[src/rtl/rename_recovery_ctrl_pkg.sv]
// Shared rename-recovery types and map-geometry constants used by the recovery sequencer
// and the rename unit it sits beside.
package rename_recovery_ctrl_pkg;

   localparam int unsigned ARCH_REGS = 32;
   localparam int unsigned PHY_W     = 6;
   localparam int unsigned IDX_W     = 5;

   typedef enum logic [1:0] {
      IDLE,
      DRAIN,
      COPY,
      REBUILD
   } Recover_State_t;

endpackage

[src/rtl/rename_recovery_ctrl_if.sv]
// Flush/drain handshake plus committed-map read port and speculative-map write port of the
// rename recovery sequencer.
interface rename_recovery_ctrl_if
   import rename_recovery_ctrl_pkg::*;
#(
   parameter int unsigned LANES = 4,
   parameter int unsigned PHY_W = rename_recovery_ctrl_pkg::PHY_W
);

   logic                     Flush_Req;
   logic                     Rob_Empty;
   logic [LANES*IDX_W-1:0]   Cmap_Rd_Idx;
   logic [LANES*PHY_W-1:0]   Cmap_Rd_Data;
   logic [LANES-1:0]         Smap_Wr_En;
   logic [LANES*IDX_W-1:0]   Smap_Wr_Idx;
   logic [LANES*PHY_W-1:0]   Smap_Wr_Data;
   logic                     Freelist_Rebuild;
   logic                     Rename_Stall;
   logic                     Recover_Done;

   modport slave (
      input  Flush_Req, Rob_Empty, Cmap_Rd_Data,
      output Cmap_Rd_Idx, Smap_Wr_En, Smap_Wr_Idx, Smap_Wr_Data,
      output Freelist_Rebuild, Rename_Stall, Recover_Done
   );

   modport master (
      output Flush_Req, Rob_Empty, Cmap_Rd_Data,
      input  Cmap_Rd_Idx, Smap_Wr_En, Smap_Wr_Idx, Smap_Wr_Data,
      input  Freelist_Rebuild, Rename_Stall, Recover_Done
   );

endinterface

[src/rtl/rename_recovery_ctrl.sv]
// Rebuilds the speculative rename map after a flush: wait for commit drain, copy the committed
// map LANES entries per cycle, then pulse a free-list rebuild and release the rename stall.
module rename_recovery_ctrl
   import rename_recovery_ctrl_pkg::*;
#(
   parameter int unsigned ARCH_REGS = rename_recovery_ctrl_pkg::ARCH_REGS,
   parameter int unsigned PHY_W     = rename_recovery_ctrl_pkg::PHY_W,
   parameter int unsigned LANES     = 4
) (
   input logic                   Clk,
   input logic                   Rst_n,
   rename_recovery_ctrl_if.slave rec_if
);

   localparam int unsigned NGRP  = ARCH_REGS / LANES;
   localparam int unsigned GRP_W = (NGRP > 1) ? $clog2(NGRP) : 1;
   localparam logic [GRP_W-1:0] LAST_GRP = GRP_W'(NGRP - 1);

   Recover_State_t   state_q, state_d;
   logic [GRP_W-1:0] grp_q, grp_d;
   logic             copy_active;

   logic [IDX_W-1:0] lane_idx [LANES];
   logic [LANES-1:0] lane_en;

   always_ff @(posedge Clk) begin
      if (!Rst_n) begin
         state_q <= IDLE;
         grp_q   <= '0;
      end else begin
         state_q <= state_d;
         grp_q   <= grp_d;
      end
   end

   // A flush in any busy state restarts the whole sequence from DRAIN.
   always_comb begin
      state_d = state_q;
      grp_d   = grp_q;
      unique case (state_q)
         IDLE: begin
            if (rec_if.Flush_Req) begin
               state_d = DRAIN;
               grp_d   = '0;
            end
         end
         DRAIN: begin
            grp_d = '0;
            if (!rec_if.Flush_Req && rec_if.Rob_Empty) begin
               state_d = COPY;
            end
         end
         COPY: begin
            if (rec_if.Flush_Req) begin
               state_d = DRAIN;
               grp_d   = '0;
            end else begin
               grp_d = grp_q + 1'b1;
               if (grp_q == LAST_GRP) begin
                  state_d = REBUILD;
               end
            end
         end
         REBUILD: begin
            grp_d   = '0;
            state_d = rec_if.Flush_Req ? DRAIN : IDLE;
         end
         default: begin
            state_d = IDLE;
            grp_d   = '0;
         end
      endcase
   end

   assign copy_active = (state_q == COPY);

   generate
      for (genvar i = 0; i < LANES; i++) begin : g_lane
         assign lane_idx[i] = IDX_W'(grp_q * LANES + i);
         // r0 is hardwired and never remapped.
         assign lane_en[i]  = copy_active && (lane_idx[i] != '0);
      end
   endgenerate

   always_comb begin
      rec_if.Cmap_Rd_Idx = '0;
      rec_if.Smap_Wr_Idx = '0;
      for (int i = 0; i < LANES; i++) begin
         rec_if.Cmap_Rd_Idx[i*IDX_W +: IDX_W] = copy_active ? lane_idx[i] : '0;
         rec_if.Smap_Wr_Idx[i*IDX_W +: IDX_W] = copy_active ? lane_idx[i] : '0;
      end
   end

   assign rec_if.Smap_Wr_En       = lane_en;
   assign rec_if.Smap_Wr_Data     = copy_active ? rec_if.Cmap_Rd_Data : '0;
   assign rec_if.Freelist_Rebuild = (state_q == REBUILD) && !rec_if.Flush_Req;
   assign rec_if.Recover_Done     = (state_q == REBUILD) && !rec_if.Flush_Req;
   assign rec_if.Rename_Stall     = rec_if.Flush_Req || (state_q != IDLE);

endmodule

[src/flat_wrapper.sv]
// flat-port wrapper written by rule: the top's interface ports become plain ports
module rename_recovery_ctrl_flat import rename_recovery_ctrl_pkg::*;
#(
   parameter int unsigned ARCH_REGS = rename_recovery_ctrl_pkg::ARCH_REGS,
   parameter int unsigned PHY_W     = rename_recovery_ctrl_pkg::PHY_W,
   parameter int unsigned LANES     = 4
)
  (Clk, Rst_n, rec_if_Flush_Req, rec_if_Rob_Empty, rec_if_Cmap_Rd_Data, rec_if_Cmap_Rd_Idx, rec_if_Smap_Wr_En, rec_if_Smap_Wr_Idx, rec_if_Smap_Wr_Data, rec_if_Freelist_Rebuild, rec_if_Rename_Stall, rec_if_Recover_Done);
  rename_recovery_ctrl_if #(.LANES(LANES), .PHY_W(PHY_W)) rec_if_i ();
  input logic Clk;
  input logic Rst_n;
  input wire logic [$bits(rec_if_i.Flush_Req)-1:0] rec_if_Flush_Req;
  input wire logic [$bits(rec_if_i.Rob_Empty)-1:0] rec_if_Rob_Empty;
  input wire logic [$bits(rec_if_i.Cmap_Rd_Data)-1:0] rec_if_Cmap_Rd_Data;
  output wire logic [$bits(rec_if_i.Cmap_Rd_Idx)-1:0] rec_if_Cmap_Rd_Idx;
  output wire logic [$bits(rec_if_i.Smap_Wr_En)-1:0] rec_if_Smap_Wr_En;
  output wire logic [$bits(rec_if_i.Smap_Wr_Idx)-1:0] rec_if_Smap_Wr_Idx;
  output wire logic [$bits(rec_if_i.Smap_Wr_Data)-1:0] rec_if_Smap_Wr_Data;
  output wire logic [$bits(rec_if_i.Freelist_Rebuild)-1:0] rec_if_Freelist_Rebuild;
  output wire logic [$bits(rec_if_i.Rename_Stall)-1:0] rec_if_Rename_Stall;
  output wire logic [$bits(rec_if_i.Recover_Done)-1:0] rec_if_Recover_Done;
  assign rec_if_i.Flush_Req = rec_if_Flush_Req;
  assign rec_if_i.Rob_Empty = rec_if_Rob_Empty;
  assign rec_if_i.Cmap_Rd_Data = rec_if_Cmap_Rd_Data;
  assign rec_if_Cmap_Rd_Idx = rec_if_i.Cmap_Rd_Idx;
  assign rec_if_Smap_Wr_En = rec_if_i.Smap_Wr_En;
  assign rec_if_Smap_Wr_Idx = rec_if_i.Smap_Wr_Idx;
  assign rec_if_Smap_Wr_Data = rec_if_i.Smap_Wr_Data;
  assign rec_if_Freelist_Rebuild = rec_if_i.Freelist_Rebuild;
  assign rec_if_Rename_Stall = rec_if_i.Rename_Stall;
  assign rec_if_Recover_Done = rec_if_i.Recover_Done;
  rename_recovery_ctrl #(.ARCH_REGS(ARCH_REGS), .PHY_W(PHY_W), .LANES(LANES)) u_core (.Clk(Clk), .Rst_n(Rst_n), .rec_if(rec_if_i));
endmodule
[config.mk]
export PLATFORM = sky130hd
export DESIGN_NAME = rename_recovery_ctrl_flat
export DESIGN_NICKNAME = d
export VERILOG_FILES = /design/src/rtl/rename_recovery_ctrl_pkg.sv /design/src/rtl/rename_recovery_ctrl_if.sv /design/src/rtl/rename_recovery_ctrl.sv /design/src/flat_wrapper.sv
export SDC_FILE = /design/constraint.sdc
export NUM_CORES = 1
export LEC_CHECK = 0
export ABC_AREA = 0
export CELL_PAD_IN_SITES_DETAIL_PLACEMENT = 0
export CELL_PAD_IN_SITES_GLOBAL_PLACEMENT = 2
export CORE_MARGIN = 2
export CORE_UTILIZATION = 12
export CTS_BUF_LIST = sky130_fd_sc_hd__clkbuf_4 sky130_fd_sc_hd__clkbuf_8 sky130_fd_sc_hd__clkbuf_16
export CTS_CLUSTER_DIAMETER = 150
export DETAILED_ROUTE_END_ITERATION = 6
export PLACE_DENSITY = 0.85
export RECOVER_POWER = 25
export SYNTH_ARGS = -nofsm -noshare
export SYNTH_HDL_FRONTEND = slang
export SYNTH_SLANG_ARGS = --single-unit
[constraint.sdc]
create_clock -name Clk -period 2.8 [get_ports Clk]
set_input_delay 0.56 -clock Clk [delete_from_list [all_inputs] [get_ports Clk]]
set_output_delay 0.56 -clock Clk [all_outputs]
set_load 0.1 [all_outputs]
# After elaboration in Yosys (flattened, before gate mapping)
# Cells that the tools add are included.
# op_classes
n_addsub	4
eq_ne	7
mux	14
n_reduce_logical	16
# ops
cell	n
$mux 24	1
$mux 5	4
$reduce_bool 5->1	4
$add 5x2->5 const B	2
$pmux 3 s3	1
$mux 2	4
$pmux 2 s4	1
$logic_and 1x1->1	6
$mux 3	2
$add 5x1->5 const B	1
$eq 2x2->1 const B	2
$add 3x1->3 const B	1
$eq 3x3->1 const B	1
$ne 3x3->1 const B	1
$reduce_and 3->1	1
$eq 2x1->1 const B	1
$logic_not 2->1	1
$ne 2x1->1 const B	1
$ne 2x2->1 const B	1
$reduce_bool 2->1	1
$reduce_or 2->1	1
$logic_not 1->1	1
$logic_or 1x1->1	1
$mux 1	1
# word_totals
ff_bits	5
input_bits	28
out_inout_bits	71
word_cells	43

# Logic depth before layout (Yosys ltp)
# depth
ltp_word	4
ltp_mapped	5
ltp_nobuf	4

# Worst setup path after synthesis
# Ideal clock, no wire load.
# synth_path
path_type	reg-to-output
startpoint	register u_core.state_q[1]
endpoint	output rec_if_Cmap_Rd_Idx[12]
arrival_time_ns	2.509
t_required_ns	2.240
slack_ns	-0.269
path_stages_with_launch	5
path_buffers	2
path_cell_list	dfxtp_1 buf_4 nand2b_4 nor2_1 buf_4
# synth_via
elab_chain_len	2
# synth_rtl
item	line	text
start, declared	rename_recovery_ctrl.sv:19	Recover_State_t state_q, state_d;
start signal, assigned	rename_recovery_ctrl.sv:31	state_q <= state_d;
$eq 2x2->1	rename_recovery_ctrl.sv:75	assign copy_active = (state_q == COPY);
$mux 5	rename_recovery_ctrl.sv:89	rec_if.Cmap_Rd_Idx[i*IDX_W +: IDX_W] = copy_active ? lane_idx[i] : '0;
end, declared	flat_wrapper.sv:15	output wire logic [$bits(rec_if_i.Cmap_Rd_Idx)-1:0] rec_if_Cmap_Rd_Idx;
# Every way passes these cells.

# Worst setup path after layout
# layout_path
startpoint	input rec_if_Flush_Req
endpoint	output rec_if_Freelist_Rebuild
# layout_via
elab_chain_len	2
# layout_rtl
item	line	text
start, declared	flat_wrapper.sv:12	input wire logic [$bits(rec_if_i.Flush_Req)-1:0] rec_if_Flush_Req;
$logic_not 1->1	rename_recovery_ctrl.sv:96	assign rec_if.Freelist_Rebuild = (state_q == REBUILD) && !rec_if.Flush_Req;
$logic_and 1x1->1	rename_recovery_ctrl.sv:96	
end, declared	flat_wrapper.sv:19	output wire logic [$bits(rec_if_i.Freelist_Rebuild)-1:0] rec_if_Freelist_Rebuild;
# Every way passes these cells.

==> impl_metrics.tcl <==
set metrics [dict create \
    via_count 767 \
    htree_num_levels 1 \
    leakage_nw 0.836 \
    seq_power_share 0.184 \
    cts_resized 0 \
    worstMarginPinSlew_ps 962 \
    core_um2 6420 \
    pwr-share-comb 0.463 \
    crit_family "buffers and inverters" \
    areaGrowthSynthToFinish_pct 137 \
    die_h_um 85.9 \
    tritoncts "yes" \
    status "finished, final reports clean" \
    place_congestion 0.600 \
    p_per_area_nw_per_um2 216 \
    p_int_mw 0.245 \
    avgRoutedWirePerCell_um 9.84 \
    drive_gt1_frac 0.491 \
    drt_iter0_markers 11 \
    fmax_mhz 404 \
    finalMaxSlewViolations 0 \
    fin_skew_ps 1.74 \
    place_area_um2 1890 \
    ys.warnings.count 0 \
    p_clk_frac 0.353 \
    grt_remaining_overflow 0 \
    routed_wl_mm 2.34 \
    die-area_um2 7390 \
    synth.avg_cell_area_um2 7.90 \
    postRouteAntennaNets 0 \
    antennaDiodeCount 0 \
    cts.path.max_buffers 2 \
    track_usage 0.0606 \
    cts_made_buffers 3 \
    grt_pass1_vias 716 \
    synth_cell_type_count 22 \
    required_ps 2240 \
    portBuffers 90 \
    arrival_ps 1910 \
    hold_class "register to register" \
    finalSetupViolCount 0 \
    worstPathMaxFanout 5 \
    p_switching_mw 0.167 \
    cp_slowest_cell "dlygate4sd3_1" \
    die_w_um 85.9 \
    critPathLaunchType "primary input" \
    antenna_found_initial 0 \
    rsz0062_at_grt "false" \
    pin_count 99 \
    syn_inst 102 \
    ys_seq_area_frac 0.124 \
    post_drt_via_cell_ratio 3.22 \
    period_share 0.884 \
    yosys_register_bits 5 \
    cp_num_buf_inv 2 \
    synthesis.area_um2 806 \
    grt_pass1_wl_mm 3.57 \
    vdd_drop_max_v 0.000271 \
    clock_sinks 5 \
    switching_share 0.406 \
    placement_rows 29 \
    fin_area_um2 1910 \
    cts_setup_buffers 0 \
    grt_max_degree 36 \
    nets 193 \
    crit_type "primary input to primary output" \
    layout_commonest_cell "buf_12" \
    layout_min_cycle_time_ps 2470 \
    timing.critical_path.cells "dlygate4sd3_1, nor2_1, clkbuf_2" \
    final_cell_mix "buf_12, clkdlybuf4s50_1, buf_4" \
    final-hold-violation-count 0 \
    drc_errors 0 \
    first_pass_iters 4 \
    ctsHoldBuffers 0 \
    max_cap_violations 0 \
    critPathMaxStageDelay_ps 590 \
    slew-limit-headroom 0.358 \
    tns_ps 0 \
    initial_core_util 0.125 \
    clk_latency_ps 220 \
    crit_path_end_kind "primary output" \
    dp_hpwl_mm 2.08 \
    cts-root-buf "clkbuf_8" \
    clk_pin_slew_ps 30 \
]
==> layer usage <==
metal | vias to the layer above | routed length (um) | track usage | part of all wire
li1 | 380 | - | - | -
met1 | 332 | 709 | 0.0568 | 0.30
met2 | 53 | 1280 | 0.114 | 0.55
met3 | 2 | 323 | 0.0221 | 0.14
met4 | 0 | 29 | 0.0303 | 0.012
met5 | - | 0 | 0 | 0
==> sequential cells by signal (all words and copies together), names as in the netlist <==
name / cells
u_core.state_q: 2
u_core.grp_q: 3
==> cell usage after synthesis <==
master	number	share of area
xnor2_1	1	0.011
inv_1	3	0.014
nand3b_1	1	0.0093
ha_1	3	0.047
or3_1	1	0.0078
nand2b_4	1	0.017
a21oi_1	2	0.012
and2_1	15	0.12
mux2i_1	2	0.025
buf_4	42	0.39
o31a_1	1	0.011
conb_1	1	0.0047
and3b_1	1	0.011
nand2_1	1	0.0047
nor2_1	7	0.033
nor3b_1	1	0.0093
buf_6	2	0.028
dfxtp_1	5	0.12
nand2b_1	1	0.0078
and2_4	9	0.098
inv_4	1	0.0078
or3b_1	1	0.011
==> cell type report <==
type	count	area [um^2]
clock buffers	4	48.8
fillers	675	4510
inverters	4	17.5
multi-input cells	56	377
flip-flops and latches	5	100
well taps	77	96.3
repair buffers	92	1270
==> worst min-delay path, stage by stage, from the launching register on <==
cell	delay, ps
dfxtp_1	340
mux2i_1	80
nor2_1	70
==> worst paths after layout <==
kind                                                   start  slack [ps]  cells after the start                             end
worst min register to register  u_core.grp_q[2]$_SDFFE_PN0P_         520                      2    u_core.grp_q[2]$_SDFFE_PN0P_
worst max-delay path                        rec_if_Flush_Req         330                      3         rec_if_Freelist_Rebuild
worst max register to register  u_core.grp_q[0]$_SDFFE_PN0P_        1550                      4  u_core.state_q[0]$_SDFFE_PN0P_
worst min-delay path            u_core.grp_q[2]$_SDFFE_PN0P_         520                      2    u_core.grp_q[2]$_SDFFE_PN0P_
==> power groups by stage <==
stage	clock network (mW)	registers (mW)	logic, mW
4_1_cts	0.149	0.0758	0.193
5_1_grt	0.156	0.0761	0.197
6_report	0.146	0.0757	0.191
3_5_place_dp	0	0.0769	0.192
3_3_place_gp	0	0.0767	0.192
2_1_floorplan	0	0.0753	0.139
==> metrics by stage <==
step | hold slack, ps | worst slack, ps | cells | power (mW) | utilization
global placement | 512 | 631 | 234 | 0.269 | 0.294
finish | 522 | 325 | 238 | 0.412 | 0.297
global route | 569 | 297 | 238 | 0.429 | 0.297
detailed placement | 524 | 624 | 234 | 0.269 | 0.294
CTS | 532 | 540 | 238 | 0.418 | 0.302
floorplan | 487 | -269 | 109 | 0.214 | -
==> logic make-up after synthesis <==
| logic type | after synthesis | share of synthesized area |
|---|---|---|
| and+or+nand+nor | 39 | 0.325 |
| xor gates and xnor gates | 1 | 0.0109 |
| muxes | 2 | 0.0248 |
| AOI/OAI and AO/OA | 3 | 0.0233 |
| buffers and inverters | 48 | 0.441 |
| DFF | 5 | 0.124 |
| other | 1 | 0.00465 |
| adders and majority gates | 3 | 0.0466 |
Note: power is estimated with default switching activity, not from simulation.
